`src/rtl/lutram_march_ctrl_pkg.sv`:
```
// Shared encodings and per-element constants for the LUTRAM March C- sequencer.
// Element codes double as FSM state codes so the failing element can be
// reported straight from the state register.
package lutram_test_pkg;

    typedef enum logic [2:0] {
        ST_E0   = 3'd0,  // up,   write 0
        ST_E1   = 3'd1,  // up,   read 0 / write 1
        ST_E2   = 3'd2,  // up,   read 1 / write 0
        ST_E3   = 3'd3,  // down, read 0 / write 1
        ST_E4   = 3'd4,  // down, read 1 / write 0
        ST_E5   = 3'd5,  // up,   read 0
        ST_IDLE = 3'd6,
        ST_DONE = 3'd7
    } march_state_e;

    // Per-element property tables, bit index = state code (IDLE/DONE bits are 0).
    localparam logic [7:0] ELEM_UP   = 8'b0010_0111; // element walks addresses upward
    localparam logic [7:0] ELEM_RD   = 8'b0011_1110; // element has a read operation
    localparam logic [7:0] ELEM_WR   = 8'b0001_1111; // element has a write operation
    localparam logic [7:0] ELEM_EXP  = 8'b0001_0100; // expected read value
    localparam logic [7:0] ELEM_WVAL = 8'b0000_1010; // value written

    // Read-then-write elements take two cycles per address.
    function automatic logic elem_is_rw(input march_state_e s);
        return ELEM_RD[s] & ELEM_WR[s];
    endfunction

    // Element order of the March C- algorithm; E5 is followed by DONE.
    function automatic march_state_e next_elem(input march_state_e s);
        case (s)
            ST_E0:   return ST_E1;
            ST_E1:   return ST_E2;
            ST_E2:   return ST_E3;
            ST_E3:   return ST_E4;
            ST_E4:   return ST_E5;
            ST_E5:   return ST_DONE;
            default: return ST_IDLE;
        endcase
    endfunction

endpackage

```
`src/rtl/lutram_march_ctrl_if.sv`:
```
// Pin bundle between the March sequencer and the single-port LUTRAM.
// The sequencer drives address/data/write-enable; the RAM returns async read data.
interface lutram_march_ctrl_if #(
    parameter int A_WIDTH = 5
);
    logic [A_WIDTH-1:0] ram_a_o;
    logic               ram_d_o;
    logic               ram_we_o;
    logic               ram_q_i;

    modport master (output ram_a_o, output ram_d_o, output ram_we_o, input ram_q_i);
    modport slave  (input ram_a_o, input ram_d_o, input ram_we_o, output ram_q_i);
endinterface

```
`src/rtl/lutram_march_ctrl_addr_gen.sv`:
```
// Up/down address counter for the March walk. A load selects the direction and
// jumps to that direction's first address; last_o flags the terminal address.
module march_addr_gen #(
    parameter int A_WIDTH = 5
) (
    input  logic               clk_i,
    input  logic               rst_ni,
    input  logic               load_i,
    input  logic               up_i,
    input  logic               step_i,
    output logic [A_WIDTH-1:0] addr_o,
    output logic               last_o
);

    localparam logic [A_WIDTH-1:0] A_MAX = '1;

    logic up_q;

    // Address register: load has priority over step; direction is latched on load.
    always_ff @(posedge clk_i or negedge rst_ni) begin
        if (!rst_ni) begin
            addr_o <= '0;
            up_q   <= 1'b1;
        end else if (load_i) begin
            up_q   <= up_i;
            addr_o <= up_i ? '0 : A_MAX;
        end else if (step_i) begin
            addr_o <= up_q ? addr_o + A_WIDTH'(1) : addr_o - A_WIDTH'(1);
        end
    end

    assign last_o = up_q ? (addr_o == A_MAX) : (addr_o == '0);

endmodule

```
`src/rtl/lutram_march_ctrl.sv`:
```
// March C- sequencer for a single-port async-read LUTRAM. Owns the RAM pins,
// walks E0..E5, compares every read in the cycle its address is presented and
// reports pass/fail, a saturating miscompare count and the first failure.
module lutram_march_ctrl
    import lutram_test_pkg::*;
#(
    parameter int A_WIDTH = 5,
    parameter int ERR_W   = 8
) (
    input  logic               clk_i,
    input  logic               rst_ni,
    input  logic               start_i,
    output logic               busy_o,
    output logic               done_o,
    output logic               pass_o,
    output logic [ERR_W-1:0]   err_count_o,
    output logic [A_WIDTH-1:0] first_err_addr_o,
    output logic [2:0]         first_err_elem_o,
    lutram_march_ctrl_if.master ram
);

    march_state_e       state_q, state_d;
    logic               phase_q, phase_d;   // 0 = read phase, 1 = write phase
    logic               we_q, we_d;
    logic               d_q, d_d;
    logic               accept;
    logic               ag_load, ag_up, ag_step, ag_last;
    logic [A_WIDTH-1:0] addr;
    logic               rd_cycle;
    logic               miscmp;

    march_addr_gen #(.A_WIDTH(A_WIDTH)) u_addr_gen (
        .clk_i  (clk_i),
        .rst_ni (rst_ni),
        .load_i (ag_load),
        .up_i   (ag_up),
        .step_i (ag_step),
        .addr_o (addr),
        .last_o (ag_last)
    );

    // Next-state, address-generator control and the RAM write pins for the next cycle.
    always_comb begin
        state_d = state_q;
        phase_d = phase_q;
        accept  = 1'b0;
        ag_load = 1'b0;
        ag_up   = 1'b1;
        ag_step = 1'b0;
        case (state_q)
            ST_IDLE, ST_DONE: begin
                if (start_i) begin
                    accept  = 1'b1;
                    state_d = ST_E0;
                    phase_d = 1'b0;
                    ag_load = 1'b1;
                    ag_up   = 1'b1;
                end
            end
            default: begin
                if (elem_is_rw(state_q) && !phase_q) begin
                    phase_d = 1'b1;
                end else begin
                    phase_d = 1'b0;
                    if (ag_last) begin
                        // Element finished: next element starts at its own first address.
                        state_d = next_elem(state_q);
                        ag_load = (state_d != ST_DONE);
                        ag_up   = ELEM_UP[state_d];
                    end else begin
                        ag_step = 1'b1;
                    end
                end
            end
        endcase
        we_d = ELEM_WR[state_d] & (!elem_is_rw(state_d) | phase_d);
        d_d  = ELEM_WVAL[state_d];
    end

    // State, phase and registered RAM write pins; reset drops write-enable at once.
    always_ff @(posedge clk_i or negedge rst_ni) begin
        if (!rst_ni) begin
            state_q <= ST_IDLE;
            phase_q <= 1'b0;
            we_q    <= 1'b0;
            d_q     <= 1'b0;
        end else begin
            state_q <= state_d;
            phase_q <= phase_d;
            we_q    <= we_d;
            d_q     <= d_d;
        end
    end

    assign rd_cycle = ELEM_RD[state_q] & (!elem_is_rw(state_q) | !phase_q);
    assign miscmp   = rd_cycle & (ram.ram_q_i != ELEM_EXP[state_q]);

    // Miscompare bookkeeping: saturating count, first failure location latched once.
    always_ff @(posedge clk_i or negedge rst_ni) begin
        if (!rst_ni) begin
            err_count_o      <= '0;
            first_err_addr_o <= '0;
            first_err_elem_o <= '0;
        end else if (accept) begin
            err_count_o      <= '0;
            first_err_addr_o <= '0;
            first_err_elem_o <= '0;
        end else if (miscmp) begin
            if (err_count_o != '1) begin
                err_count_o <= err_count_o + ERR_W'(1);
            end
            if (err_count_o == '0) begin
                first_err_addr_o <= addr;
                first_err_elem_o <= state_q;
            end
        end
    end

    assign busy_o = (state_q != ST_IDLE) && (state_q != ST_DONE);
    assign done_o = (state_q == ST_DONE);
    assign pass_o = done_o && (err_count_o == '0);

    assign ram.ram_a_o  = addr;
    assign ram.ram_we_o = we_q;
    assign ram.ram_d_o  = d_q;

endmodule

```
`src/flat_wrapper.sv`:
```
// flat-port wrapper written by rule: the top's interface ports become plain ports
module lutram_march_ctrl_flat import lutram_test_pkg::*;
#(
    parameter int A_WIDTH = 5,
    parameter int ERR_W   = 8
)
  (clk_i, rst_ni, start_i, busy_o, done_o, pass_o, err_count_o, first_err_addr_o, first_err_elem_o, ram_ram_a_o, ram_ram_d_o, ram_ram_we_o, ram_ram_q_i);
  lutram_march_ctrl_if #(.A_WIDTH(A_WIDTH)) ram_i ();
  input  logic clk_i;
  input  logic rst_ni;
  input  logic start_i;
  output logic busy_o;
  output logic done_o;
  output logic pass_o;
  output logic [ERR_W-1:0] err_count_o;
  output logic [A_WIDTH-1:0] first_err_addr_o;
  output logic [2:0] first_err_elem_o;
  output wire logic [$bits(ram_i.ram_a_o)-1:0] ram_ram_a_o;
  output wire logic [$bits(ram_i.ram_d_o)-1:0] ram_ram_d_o;
  output wire logic [$bits(ram_i.ram_we_o)-1:0] ram_ram_we_o;
  input wire logic [$bits(ram_i.ram_q_i)-1:0] ram_ram_q_i;
  assign ram_ram_a_o = ram_i.ram_a_o;
  assign ram_ram_d_o = ram_i.ram_d_o;
  assign ram_ram_we_o = ram_i.ram_we_o;
  assign ram_i.ram_q_i = ram_ram_q_i;
  lutram_march_ctrl #(.A_WIDTH(A_WIDTH), .ERR_W(ERR_W)) u_core (.clk_i(clk_i), .rst_ni(rst_ni), .start_i(start_i), .busy_o(busy_o), .done_o(done_o), .pass_o(pass_o), .err_count_o(err_count_o), .first_err_addr_o(first_err_addr_o), .first_err_elem_o(first_err_elem_o), .ram(ram_i));
endmodule
```
`config.mk`:
```
export PLATFORM = sky130hd
export DESIGN_NAME = lutram_march_ctrl_flat
export DESIGN_NICKNAME = d
export VERILOG_FILES = /design/src/rtl/lutram_march_ctrl_pkg.sv /design/src/rtl/lutram_march_ctrl_if.sv /design/src/rtl/lutram_march_ctrl_addr_gen.sv /design/src/rtl/lutram_march_ctrl.sv /design/src/flat_wrapper.sv
export SDC_FILE = /design/constraint.sdc
export NUM_CORES = 1
export LEC_CHECK = 0
export BUFFER_PORTS_ARGS = -buffer_cell sky130_fd_sc_hd__buf_2
export CORE_MARGIN = 2
export CORE_UTILIZATION = 55
export DETAILED_ROUTE_END_ITERATION = 10
export GPL_TIMING_DRIVEN = 0
export PLACE_DENSITY = 0.78
export SLEW_MARGIN = 20
export SYNTH_ARGS = -nofsm -noshare
export SYNTH_HDL_FRONTEND = slang
export SYNTH_SLANG_ARGS = --single-unit
export TNS_END_PERCENT = 10
```
`constraint.sdc`:
```
create_clock -name clk_i -period 2.4 [get_ports clk_i]
set_input_delay 0.24 -clock clk_i [delete_from_list [all_inputs] [get_ports clk_i]]
set_output_delay 0.24 -clock clk_i [all_outputs]
set_load 0.005 [all_outputs]
```
==> Word level (Yosys, flattened, before mapping) <==
Memory sizes are Yosys's and may differ from the RTL's. A register that Yosys moved wholly into a read port is not among the register bits.
Index checks and enable logic that the tools add are counted.
{ "word_totals": {"regBits": 27, "romBits": 56, "input_bits": 4, "output_inout_bits": 26, "word_cells": 100, "memories": 7} }
{ "classes": {"add_sub_neg": 3, "magnitude_cmp": 3, "n_eq_ne": 13, "mux": 42, "bitwise": 7, "n_reduce_logical": 17} }
{ "memory_table": {"columns": ["memory", "depth", "width", "read_ports", "rd_clocked_by_memory_dff", "write_ports", "line", "source"], "rows": [
  ["(name not given)", 8, 1, 1, 0, 0, "lutram_march_ctrl.sv:76", "we_d = ELEM_WR[state_d] & (!elem_is_rw(state_d) | phase_d);"],
  ["(name not given)", 8, 1, 1, 1, 0, "lutram_march_ctrl.sv:77", "d_d = ELEM_WVAL[state_d];"],
  ["(name not given)", 8, 1, 1, 0, 0, "lutram_march_ctrl_pkg.sv:26", "return ELEM_RD[s] & ELEM_WR[s];"],
  ["(name not given)", 8, 1, 1, 0, 0, "lutram_march_ctrl_pkg.sv:26", null],
  ["(name not given)", 8, 1, 1, 0, 0, "lutram_march_ctrl.sv:69", "ag_up = ELEM_UP[state_d];"],
  ["(name not given)", 8, 1, 1, 0, 0, "lutram_march_ctrl.sv:96", "assign miscmp = rd_cycle & (ram.ram_q_i != ELEM_EXP[state_q]);"],
  ["+1 memories", null, null, null, null, null, null, null]
]} }
{ "ops": {"columns": ["op", "count"], "rows": [
  ["two-way mux 5 bit", 7],
  ["two-way mux 3 bit", 10],
  ["two-way mux 8 bit", 3],
  ["two-way mux 1 bit", 21],
  ["case mux 3 bit (6 select lines)", 1],
  ["== test 3 bit, second input constant", 4],
  ["< comparator 3 x 4 -> 1 bit, second input constant", 3],
  ["inequality test 3 bit, second input constant", 3],
  ["adder 8 x 1 -> 8 bit, second input constant", 1],
  ["zero test 8 bit", 1],
  ["inequality test 8 bit, second input constant", 1],
  ["nonzero test 2 bit", 4],
  ["== test 3 x 2 -> 1 bit, second input constant", 2],
  ["adder 5 x 1 -> 5 bit, second input constant", 1],
  ["AND 1 bit", 5],
  ["== test 5 bit, second input constant", 1],
  ["zero test 5 bit", 1],
  ["subtractor 5 x 1 -> 5 bit, second input constant", 1],
  ["zero test 1 bit", 4],
  ["AND reduction 2 bit", 2],
  ["== test 3 x 1 -> 1 bit, second input constant", 1],
  ["logical AND 1 bit", 3],
  ["zero test 3 bit", 1],
  ["bitwise OR 1 bit", 2],
  ["2 further kinds", 2]
]} }

==> Depth between registers and ports, before layout <==
Gate-level depths: netlist of run 1.
{ "depth": {"word_depth": 15, "mapped_depth": 7} }

==> Hierarchy <==
A second synthesis of run 1 with hierarchy kept.
{ "unflattened": {"cells_unflattened": 194, "area_unflattened_um2": 1740.4} }
{ "by_module_without_submodules": {"columns": ["mod", "instances", "cells_each", "area_per_inst_um2"], "rows": [
  ["lutram_march_ctrl", 1, 143, 1295.0],
  ["march_addr_gen", 1, 51, 445.4]
]} }

==> Worst setup path after synthesis of run 1 <==
OpenSTA, ideal clock, no wires.
{ "synth_timing": {"path_kind": "reg2reg", "from": "reg u_core.u_addr_gen.up_q", "to": "reg u_core.u_addr_gen.addr_o[4]", "setup_ns": 0.123, "arrival_ns": 1.853, "required_ns": 2.277, "setup_slack_ns": 0.424, "path_stages_with_launch": 8, "period_less_slack_ns": 1.976, "cell_sequence": "dfstp_2 > inv_1 > fa_1 > a21o_1 > a21oi_1 > xnor2_1 > a2111o_1 > o221a_1"} }
{ "synth_between": {"elab_chain_cells": 6, "elab_cells_between_ends": 15, "cone_classes": "mux (14); reduce/logical (1)"} }
{ "synth_lines": {"columns": ["element", "line", "source"], "rows": [
  ["from (decl)", "lutram_march_ctrl_addr_gen.sv:17", "logic up_q;"],
  ["from (signal assigned)", "lutram_march_ctrl_addr_gen.sv:25", "up_q <= up_i;"],
  ["two-way mux 1 bit", "lutram_march_ctrl_addr_gen.sv:32", "assign last_o = up_q ? (addr_o == A_MAX) : (addr_o == '0);"],
  ["two-way mux 1 bit", "lutram_march_ctrl.sv:65", "if (ag_last) begin"],
  ["two-way mux 1 bit", "lutram_march_ctrl.sv:61", "if (elem_is_rw(state_q) && !phase_q) begin"],
  ["two-way mux 1 bit", "lutram_march_ctrl.sv:50", "case (state_q)"],
  ["two-way mux 5 bit", "lutram_march_ctrl_addr_gen.sv:26", "addr_o <= up_i ? '0 : A_MAX;"],
  ["two-way mux 5 bit", "lutram_march_ctrl_addr_gen.sv:24", "end else if (load_i) begin"],
  ["to (signal assigned)", "lutram_march_ctrl_addr_gen.sv:26", null],
  ["to (signal assigned)", "lutram_march_ctrl_addr_gen.sv:28", "addr_o <= up_q ? addr_o + A_WIDTH'(1) : addr_o - A_WIDTH'(1);"],
  ["to (decl)", "lutram_march_ctrl_addr_gen.sv:11", "output logic [A_WIDTH-1:0] addr_o,"]
]} }
Several ways; a longest one is shown, not always the timed one. The select of a mux whose other input is x is not followed.
A chain may end at the register's enable or synchronous reset.

==> Final worst setup path of run 1 <==
{ "layout_timing": {"from": "reg u_core.state_q[2]", "to": "out pass_o"} }
{ "layout_between": {"elab_chain_cells": 2} }
{ "layout_lines": {"columns": ["element", "line", "source"], "rows": [
  ["from (decl)", "lutram_march_ctrl.sv:22", "march_state_e state_q, state_d;"],
  ["from (signal assigned)", "lutram_march_ctrl.sv:88", "state_q <= state_d;"],
  ["== test 3 bit", "lutram_march_ctrl.sv:120", "assign done_o = (state_q == ST_DONE);"],
  ["logical AND 1 bit", "lutram_march_ctrl.sv:121", "assign pass_o = done_o && (err_count_o == '0);"],
  ["to (decl)", "flat_wrapper.sv:14", "output logic pass_o;"]
]} }
Every way passes these cells.

==> results of run 1 <==
-- report_power, final --
| group | total (W) | internal (W) | switching [W] |
|---|---|---|---|
| Sequential | 0.000874 | 0.000676 | 0.000198 |
| Combinational | 0.00128 | 0.000579 | 0.000702 |
| Clock | 0.000231 | 0.0000928 | 0.000138 |
-- state kept, by name, summed over array words and instances (netlist names) --
register,cells
u_core.u_addr_gen.up_q,1
u_core.ram.ram_we_o,1
u_core.state_q,3
u_core.ram.ram_d_o,1
u_core.u_addr_gen.addr_o,5
u_core.first_err_addr_o,5
u_core.first_err_elem_o,3
u_core.phase_q,1
u_core.err_count_o,8
-- worst paths after layout --
kind / start / endpoint / cells past startpoint / slack, ns
min reg2reg: u_core.first_err_addr_o[3] / u_core.first_err_addr_o[3] / 2 / 0.54
max: u_core.state_q[2] / pass_o / 5 / 0.05
max reg2reg: u_core.state_q[2] / u_core.u_addr_gen.addr_o[4] / 6 / 0.14
min in group asynchronous: rst_ni / u_core.u_addr_gen.addr_o[3] / 2 / 0.44
max in group asynchronous: rst_ni / u_core.first_err_elem_o[0] / 2 / 1.56
min: start_i / u_core.state_q[1] / 4 / 0.28
-- placed cells by master (no fill, tap or decap), types with 2 or more instances in the layout --
| master | n |
|---|---|
| nand4_1 | 2 |
| a31oi_1 | 3 |
| buf_2 | 31 |
| inv_1 | 4 |
| o31ai_1 | 2 |
| xnor2_1 | 3 |
| dfrtp_1 | 25 |
| xor2_1 | 5 |
| o21ai_0 | 12 |
| nand2b_1 | 4 |
| a21o_1 | 4 |
| ha_1 | 5 |
| nand3_1 | 3 |
| clkbuf_1 | 5 |
| nor2b_1 | 2 |
| mux2i_1 | 3 |
| nand2_1 | 29 |
| or4_1 | 3 |
| clkbuf_4 | 3 |
| a21oi_2 | 2 |
| nor2_1 | 13 |
| dfstp_2 | 3 |
| a2bb2oi_1 | 4 |
| o2111ai_1 | 2 |
| and3_1 | 4 |
| a21oi_1 | 6 |
| nor3_1 | 4 |
-- cell usage after synthesis, drive strengths merged, types with 2 or more instances --
| library cell | instances |
|---|---|
| clkbuf | 5 |
| inv | 4 |
| buf | 3 |
| o2111ai | 2 |
| mux2i | 3 |
| ha | 5 |
| a31oi | 3 |
| a21oi | 8 |
| xor2 | 5 |
| xnor2 | 3 |
| o31ai | 2 |
| and3 | 4 |
| nor3 | 4 |
| nor2 | 13 |
| o21ai | 13 |
| nand4 | 2 |
| nand2b | 4 |
| a2bb2oi | 4 |
| a21o | 4 |
| dfrtp | 25 |
| nand3 | 3 |
| nor2b | 2 |
| dfstp | 3 |
| nand2 | 29 |
| a21boi | 2 |
| or4 | 3 |
-- timing repair --
item                                   CTS  global route
resized for setup                        0             1
hold buffers                             1             0
endpoints found under the hold margin   25             0
setup endpoints to repair                0             4
-- stage by stage --
| stage | area [µm²] | utilization [%] | std cells | setup WS [ns] | setup TNS (ns) |
|---|---|---|---|---|---|
| 2_1_floorplan | 1620 | - | 176 | 0.4244 | 0 |
| 3_3_place_gp | 1804 | 64.87 | 236 | 0.2250 | 0 |
| 3_5_place_dp | 1804 | 64.87 | 236 | 0.2027 | 0 |
| 4_1_cts | 1851 | 66.53 | 241 | 0.09149 | 0 |
| 5_1_grt | 1854 | 66.67 | 241 | -0.02695 | -0.02695 |
| 6_report | 1854 | 66.67 | 241 | 0.05245 | 0 |
-- worst max-delay path: stages, from the launching register on --
cell and delay [ns]:
dfstp_2 0.55, clkbuf_1 0.28, clkbuf_1 0.43, and3_1 0.26, and3_1 0.15, buf_2 0.11
-- kinds of logic (layout without fill, tap and decap cells) --
family          after synthesis  after routing  share of synthesized area (%)
compound gates               49             49                          21.62
xor+xnor                      8              8                          4.324
fa+ha+maj                     6              6                          5.097
buf+inv                      12             46                          2.934
flops                        28             28                          43.48
mux                           3              3                          1.853
simple gates                 70             70                          20.69
-- routing by layer --
layer  share of wire (%)  vias to the layer above  track usage [%]
met4                 1.6                        0            11.96
met2                  52                       60            41.09
li1                    -                      700                -
met5                   0                        -                0
met1                  41                      688            30.06
met3                 5.3                        9            3.125
-- layout make-up --
cell class,count,area [µm²]
clock buffers,4,36.28
inverters,4,15.01
fillers,245,927.1
flip-flops and latches,28,704.4
well taps,31,38.79
plain buffers,8,32.53
repair buffers,30,155.1
multi-input cells,136,872.1
==> reports/results.ini, run 1 <==
[run_status]
outcome = finished, final reports clean

[logic_synthesis]
ys_seq_area_share_pct = 43.47
ys_ff_latch = 28
yosys.cell_types.count = 48
yosysWarnings = 0
synth_nets = 186
ys.flop_type = dfrtp_1
synthDominantCellAreaShare_pct = 38.61
synth_edf_count = 0
syn_area_um2 = 1620
synth_area_leaders = dfrtp_1 39%, nand2_1 6.7%, dfstp_2 4.9%
synth_largest_area_cell = dfrtp_1
syn_area_per_cell_um2 = 9.206
synthArstFlopShare_pct = 100.0
syn-instance-count = 176

[floorplan]
io-pin-count = 30
die_height_um = 58.28
placementRows = 19
dieWidth_um = 58.28
die-area_um2 = 3396
core-area_um2 = 2781
start_util_pct = 58.25

[timing]
rsz0062_at_grt = true
fin_crit_sh_pct = 97.81
slew_viol_final = 0
slew_headroom_pct = 58.80
whs_ns = 0.2771
hold_viol = 0
fin_worst_skew_ns = 0.01073
max_slew.worst_pin.slew_ns = 0.6179
period_needed_ns = 2.348
fmax_mhz = 426.0
finalSetupViolations = 0

[cts]
post_cts_buffers = 0
clock_latency_ns = 0.33
cts_tree = yes
clk_pin_slew_ns = 0.15
root_buffer = clkbuf_4
cts_htree_levels = 1
cts_buffer_depth = 2
cts_sinks = 28
cts_made_buffers = 3

[min_path]
hold_class = in -> reg

[setup_path]
crit_arrival_ns = 2.11
required_ns = 2.16
path_max_fanout = 10
crit_type = reg -> out
start_kind = register
end_kind = output port

[layout]
drive_gt1_share_pct = 21.43
antennaDiodeCount = 0
syn_to_final_growth_pct = 14.44
nNetsFinal = 221

[global_route]
antenna_found_initial = 0
grt_pass1_vias = 1441
grt_first_pass_wirelength_mm = 6.403
grt_max_degree = 29
overflow = 0
grt_use_total_pct = 24.17

[power_and_ir_drop]
ir_worst_vdd_uv = 813.0
powerDensity_nw_per_um2 = 1287
power.leakage_nw = 0.8784
p_total_w = 0.002386

[routing]
drt-total-wl_mm = 3.767
drtPass1Iterations = 4
drc = 0
wl_per_cell_um = 15.63
drt_iter0_drc = 95
num_vias = 1457
vias_per_cell = 6.046
ant_nets = 0

[placed_design]
hpwl_mm = 2.782
globalplace.congestion = 0.8969
io_buffers = 29

[job]
cap_violations = 0

No activity file was read; power rests on OpenSTA's default activity.
==> inputs of run 2 (changes only) <==
--- a/config.mk
+++ b/config.mk
@@ -7,10 +7,9 @@
 export LEC_CHECK = 0
 export BUFFER_PORTS_ARGS = -buffer_cell sky130_fd_sc_hd__buf_2
 export CORE_MARGIN = 2
-export CORE_UTILIZATION = 55
+export CORE_UTILIZATION = 40
 export DETAILED_ROUTE_END_ITERATION = 10
 export GPL_TIMING_DRIVEN = 0
-export PLACE_DENSITY = 0.78
 export SLEW_MARGIN = 20
 export SYNTH_ARGS = -nofsm -noshare
 export SYNTH_HDL_FRONTEND = slang
==> run 2 against run 1 <==
Compared with the run above:
- the flow now finishes with violations (hold timing)
- via count is 0.41% higher
- critical path depth is the same
- setup slack better by 0.071 ns
- worst hold slack lost 0.30 ns
- wire length increased by 0.85%
- cell count is 7.5% higher
- count of clock-buffer cells in the layout unchanged
- sequential share of layout area down 0.68 points
- clock power is 28% higher
- total power increased by 1.5%
==> reports/results.ini, run 2 (synthesized netlist as in run 1, its figures left out) <==
[floorplan]
start_util_pct = 41.10  ; was 58.25%
dieWidth_um = 67.65  ; was 58.28 µm
core-area_um2 = 3943  ; was 2781 µm²
placementRows = 23  ; was 19
io-pin-count = 30  ; unchanged
die_height_um = 67.65  ; was 58.28 µm
die-area_um2 = 4576  ; was 3396 µm²

[routing]
drc = 0  ; unchanged
vias_per_cell = 5.649  ; was 6.046
drt_iter0_drc = 79  ; was 95
wl_per_cell_um = 14.67  ; was 15.63 µm
drtPass1Iterations = 4  ; unchanged
num_vias = 1463  ; was 1457
ant_nets = 0  ; unchanged
drt-total-wl_mm = 3.799  ; was 3.767 mm

[global_route]
grt_first_pass_wirelength_mm = 6.348  ; was 6.403 mm
grt_max_degree = 29  ; unchanged
grt_use_total_pct = 18.26  ; was 24.17%
grt_pass1_vias = 1387  ; was 1441
antenna_found_initial = 0  ; unchanged
overflow = 0  ; unchanged

[cts]
clk_pin_slew_ns = 0.10  ; was 0.15 ns
cts_made_buffers = 3  ; unchanged
clock_latency_ns = 0.27  ; was 0.33 ns
cts_tree = yes  ; unchanged
root_buffer = clkbuf_8  ; was clkbuf_4
cts_buffer_depth = 2  ; unchanged
cts_htree_levels = 1  ; unchanged
cts_sinks = 28  ; unchanged

[layout]
largest_reg_flops = 8  ; unchanged
largest_register = u_core.err_count_o  ; unchanged
fin_util_pct = 47.89  ; was 66.67%
drive_gt1_share_pct = 21.53  ; was 21.43%
antennaDiodeCount = 0  ; unchanged
nNetsFinal = 220  ; was 221
reg_top3 = u_core.err_count_o x8, u_core.first_err_addr_o x5, u_core.u_addr_gen.addr_o x5  ; unchanged
syn_to_final_growth_pct = 16.53  ; was 14.44%
final_common_cell = buf_2  ; unchanged
layout_common_cells = 31 x buf_2, 29 x nand2_1, 25 x dfrtp_1  ; unchanged
finalNonFillerCells = 259  ; was 241

[power_and_ir_drop]
powerDensity_nw_per_um2 = 1283  ; was 1287 nW/µm²
ir_worst_vdd_uv = 588.7  ; was 813.0 µV
power.leakage_nw = 0.8816  ; was 0.8784 nW

[setup_path]
crit_arrival_ns = 2.04  ; was 2.11 ns
required_ns = 2.16  ; about the same
r2r_end = u_core.u_addr_gen.addr_o[4]  ; unchanged
critPathSlowestCell = dfstp_2  ; unchanged
path_max_fanout = 10  ; unchanged
end_kind = output port  ; unchanged
timing.rr.start = u_core.state_q[2]  ; unchanged
reg2regPathDepth = 5  ; was 6
crit_path_start = u_core.state_q[2]  ; unchanged
crit_type = reg -> out  ; unchanged
cp_cell_sequence = clkbuf_1 > clkbuf_1 > and3_1 > and3_1 > buf_2  ; unchanged
endpoint = pass_o  ; unchanged
max_stage_delay_ns = 0.54  ; was 0.55 ns
r2r_slack_ns = 0.22  ; was 0.14 ns
start_kind = register  ; unchanged

[timing]
slew_headroom_pct = 57.53  ; was 58.80%
fmax_mhz = 439.3  ; was 426.0 MHz
max_slew.worst_pin.slew_ns = 0.6370  ; was 0.6179 ns
hold_viol = 25  ; was 0
period_needed_ns = 2.276  ; was 2.348 ns
finalSetupViolations = 0  ; unchanged
setup_ws_ns = 0.1239  ; was 0.05245 ns
fin_worst_skew_ns = 0.002001  ; was 0.01073 ns
whs_ns = -0.02436  ; was 0.2771 ns
fin_setup_tns_ns = 0  ; unchanged
rsz0062_at_grt = false  ; was true
slew_viol_final = 0  ; unchanged
fin_crit_sh_pct = 94.84  ; was 97.81%

[placed_design]
io_buffers = 29  ; unchanged
hpwl_mm = 2.758  ; was 2.782 mm
globalplace.congestion = 0.8946  ; was 0.8969
pre_cts_ws_ns = 0.1758  ; was 0.2027 ns
dp.cells = 255  ; was 236

[run_status]
violations = hold timing
outcome = finished, violations left  ; was finished, final reports clean

[min_path]
hold_class = in -> async  ; was in -> reg

[job]
cap_violations = 0  ; unchanged

==> run 2: changes by cell type in the layout (fill, tap and decap cells not counted), sizes merged <==
| cell | before | now |
|---|---|---|
| dlygate4sd3 | 1 | 0 |
==> run 2: worst min path at each step <==
stage               startpoint                    end  slack (ns)  cells past startpoint
floorplan               rst_ni  u_core.err_count_o[0]       -0.06                      0
global placement        rst_ni  u_core.err_count_o[7]        0.29                      1
detailed placement      rst_ni  u_core.err_count_o[7]        0.30                      1
CTS                     rst_ni  u_core.err_count_o[3]      0.0009                      1
global route            rst_ni  u_core.err_count_o[3]        0.03                      1
finish                  rst_ni  u_core.err_count_o[0]       -0.02                      1
==> run 2: critical path, delay by kind of cell (launching register included) <==
kind | cells | cell delay [ns]
buffers and inverters | 3 | 0.81
AND/OR/NAND/NOR | 2 | 0.42
flip-flops | 1 | 0.54
==> run 2: metrics by stage <==
step | total power (W) | instance area (µm²)
after floorplan | 0.001740 | 1620
after global placement | 0.002079 | 1828
after detailed placement | 0.002134 | 1828
after CTS | 0.002429 | 1883
after global routing | 0.002655 | 1888
final | 0.002422 | 1888
==> run 2: power by group <==
part	switching, W	internal [W]	leakage, nW
registers	0.000195	0.000677	0.342
logic	0.000683	0.000572	0.511
clock network	0.000148	0.000147	0.0288
==> run 2: per-layer routing <==
layer / GRT usage, % / wire [µm]
met1: 22.57 / 1634
met2: 32.72 / 1981
met3: 2.500 / 144
met4: 5.357 / 38
met5: 0 / 0
==> run 2: what timing repair did <==
| action | CTS | global route |
|---|---|---|
| setup endpoints to repair | 0 | 2 |
| resized for setup | 0 | 1 |
| hold buffers | 0 | 0 |
| setup buffers | 0 | 0 |
==> run 2: area by class of cell <==
cell class                      count  area (µm²)
Multi-Input combinational cell    136       873.3
Clock buffer                        4       55.05
Buffer                              8       32.53
Inverter                            4       15.01
Fill cell                         396        2054
Tap cell                           50       62.56
Sequential cell                    28       704.4
Timing Repair Buffer               29       145.1
==> inputs of run 3 (changes only) <==
--- a/config.mk
+++ b/config.mk
@@ -10,6 +10,8 @@
 export CORE_UTILIZATION = 40
 export DETAILED_ROUTE_END_ITERATION = 10
 export GPL_TIMING_DRIVEN = 0
+export HOLD_SLACK_MARGIN = 0.06
+export MAX_ROUTING_LAYER = met4
 export SLEW_MARGIN = 20
 export SYNTH_ARGS = -nofsm -noshare
 export SYNTH_HDL_FRONTEND = slang
==> run 3 against run 2 <==
Compared with the run above:
- the run now ends clean
- clock power barely moved
- via count rose by 0.34%
- critical path depth did not move
- core utilization rose by 0.25 points
- global-route usage rose by 0.53 points
- maximum frequency fell by 0.89%
- die area did not move
- sequential power barely moved
- total power rose by 0.23%
- register-to-register slack got worse by 0.03 ns
- sequential share of layout area fell by 0.20 points
==> reports/results.ini, run 3 (synthesized netlist as in run 1, its figures left out) <==
[job]
cap_violations = 0  ; unchanged

[setup_path]
r2r_end = u_core.u_addr_gen.addr_o[4]  ; unchanged
path_max_fanout = 10  ; unchanged
crit_arrival_ns = 2.06  ; was 2.04 ns
max_stage_delay_ns = 0.54  ; about the same
critPathSlowestCell = dfstp_2  ; unchanged
crit_path_start = u_core.state_q[2]  ; unchanged
required_ns = 2.16  ; about the same
reg2regPathDepth = 5  ; unchanged
crit_type = reg -> out  ; unchanged
start_kind = register  ; unchanged
endpoint = pass_o  ; unchanged
end_kind = output port  ; unchanged
cp_cell_sequence = clkbuf_1 > clkbuf_1 > and3_1 > and3_1 > buf_2  ; unchanged
r2r_slack_ns = 0.19  ; was 0.22 ns
timing.rr.start = u_core.state_q[2]  ; unchanged

[placed_design]
io_buffers = 29  ; unchanged
hpwl_mm = 2.758  ; unchanged
placed_cell_area_um2 = 1828  ; unchanged
globalplace.congestion = 0.9097  ; was 0.8946

[cts]
cts_tree = yes  ; unchanged
cts_htree_levels = 1  ; unchanged
clock_latency_ns = 0.27  ; about the same
cts_buffer_depth = 2  ; unchanged
root_buffer = clkbuf_8  ; unchanged
post_cts_buffers = 0  ; unchanged
clk_pin_slew_ns = 0.10  ; about the same
cts_made_buffers = 3  ; unchanged
cts_sinks = 28  ; unchanged

[timing]
finalSetupViolations = 0  ; unchanged
max_slew.worst_pin.slew_ns = 0.6380  ; was 0.6370 ns
rsz0062_at_grt = false  ; unchanged
fmax_mhz = 435.4  ; was 439.3 MHz
fin_crit_sh_pct = 95.69  ; was 94.84%
fin_worst_skew_ns = 0.001448  ; was 0.002001 ns
period_needed_ns = 2.296  ; was 2.276 ns
fin_setup_tns_ns = 0  ; unchanged
slew_headroom_pct = 57.47  ; was 57.53%
hold_viol = 0  ; was 25
slew_viol_final = 0  ; unchanged

[global_route]
grt_pass1_vias = 1387  ; unchanged
grt_first_pass_wirelength_mm = 6.348  ; unchanged
grt_use_total_pct = 18.78  ; was 18.26%
grt_max_degree = 29  ; unchanged
antenna_found_initial = 0  ; unchanged
overflow = 0  ; unchanged

[floorplan]
dieWidth_um = 67.65  ; unchanged
io-pin-count = 30  ; unchanged
placementRows = 23  ; unchanged
die_height_um = 67.65  ; unchanged
core-area_um2 = 3943  ; unchanged
start_util_pct = 41.10  ; unchanged
die-area_um2 = 4576  ; unchanged

[routing]
drc = 0  ; unchanged
ant_nets = 0  ; unchanged
drt_iter0_drc = 71  ; was 79
drtPass1Iterations = 4  ; unchanged
wl_per_cell_um = 14.66  ; was 14.67 µm
vias_per_cell = 5.646  ; was 5.649
drt-total-wl_mm = 3.811  ; was 3.799 mm
num_vias = 1468  ; was 1463

[layout]
syn_to_final_growth_pct = 17.14  ; was 16.53%
largest_register = u_core.err_count_o  ; unchanged
seqCellArea_um2 = 704.4  ; unchanged
reg_top3 = u_core.err_count_o x8, u_core.first_err_addr_o x5, u_core.u_addr_gen.addr_o x5  ; unchanged
largest_reg_flops = 8  ; unchanged
nNetsFinal = 221  ; was 220
design_area_um2 = 1898  ; was 1888 µm²
fill_cells = 392  ; was 396
multiInputGateArea_um2 = 873.3  ; unchanged
final_common_cell = buf_2  ; unchanged
antennaDiodeCount = 0  ; unchanged
drive_gt1_share_pct = 21.43  ; was 21.53%
layout_common_cells = 31 x buf_2, 29 x nand2_1, 25 x dfrtp_1  ; unchanged

[min_path]
hold_class = in -> reg  ; was in -> async

[power_and_ir_drop]
ir_worst_vdd_uv = 591.1  ; was 588.7 µV
p_total_w = 0.002428  ; was 0.002422 W
power.leakage_nw = 0.8858  ; was 0.8816 nW
powerDensity_nw_per_um2 = 1279  ; was 1283 nW/µm²

[run_status]
outcome = finished, final reports clean  ; was finished, violations left

## run 3: cell count changes in the layout (fill, tap and decap cells not counted), sizes merged
| cell | before | now |
|---|---|---|
| dlygate4sd3 | 0 | 1 |
## run 3: what timing repair did
item | 4_1_cts | 5_1_grt
hold endpoints to repair | 25 | 0
hold buffers | 1 | 0
setup endpoints to repair | 0 | 2
gates resized for setup | 0 | 1
## run 3: critical path: cells and delay by family, from the launching register on
kind          cells  cell delay, ns
simple gates      2            0.42
buf+inv           3            0.83
flops             1            0.54
## run 3: layout make-up
cell class | count | share of cell area (%)
Buffer | 8 | 1.714
Multi-Input combinational cell | 136 | 46.01
Inverter | 4 | 0.7910
Sequential cell | 28 | 37.11
Timing Repair Buffer | 30 | 8.174
Tap cell | 50 | 3.296
Clock buffer | 4 | 2.900
## run 3: how the worst min path moves through the flow
stage / startpoint / endpoint / slack, ns / cells past startpoint
final: start_i / u_core.state_q[1] / 0.35 / 4
after global routing: start_i / u_core.state_q[1] / 0.35 / 4
after CTS: start_i / u_core.state_q[1] / 0.32 / 4
after detailed placement: rst_ni / u_core.err_count_o[7] / 0.30 / 1
after global placement: rst_ni / u_core.err_count_o[7] / 0.29 / 1
after floorplan: rst_ni / u_core.err_count_o[0] / -0.06 / 0
## run 3: per-stage QoR
step / hold WS [ns] / utilization (%) / std cells / setup WS, ns
detailed placement: 0.3004 / 46.37 / 255 / 0.1758
global placement: 0.2933 / 46.37 / 255 / 0.1994
finish: 0.3539 / 48.14 / 260 / 0.1035
global route: 0.3524 / 48.14 / 260 / 0.001919
CTS: 0.3233 / 48.02 / 260 / 0.1571
floorplan: -0.05559 / - / 176 / 0.4244
## run 3: layer usage
layer / global-route usage [%] / part of all wire, %
met5: - / 0
met4: 5.357 / 1.4
met3: 2.500 / 5.1
met2: 32.72 / 51
met1: 22.57 / 43
## run 3: report_power, final
group          internal [W]  leakage [nW]  switching (W)
registers          0.000677         0.342       0.000196
clock network      0.000147        0.0288       0.000148
logic              0.000573         0.515       0.000686
total               0.00140         0.886        0.00103
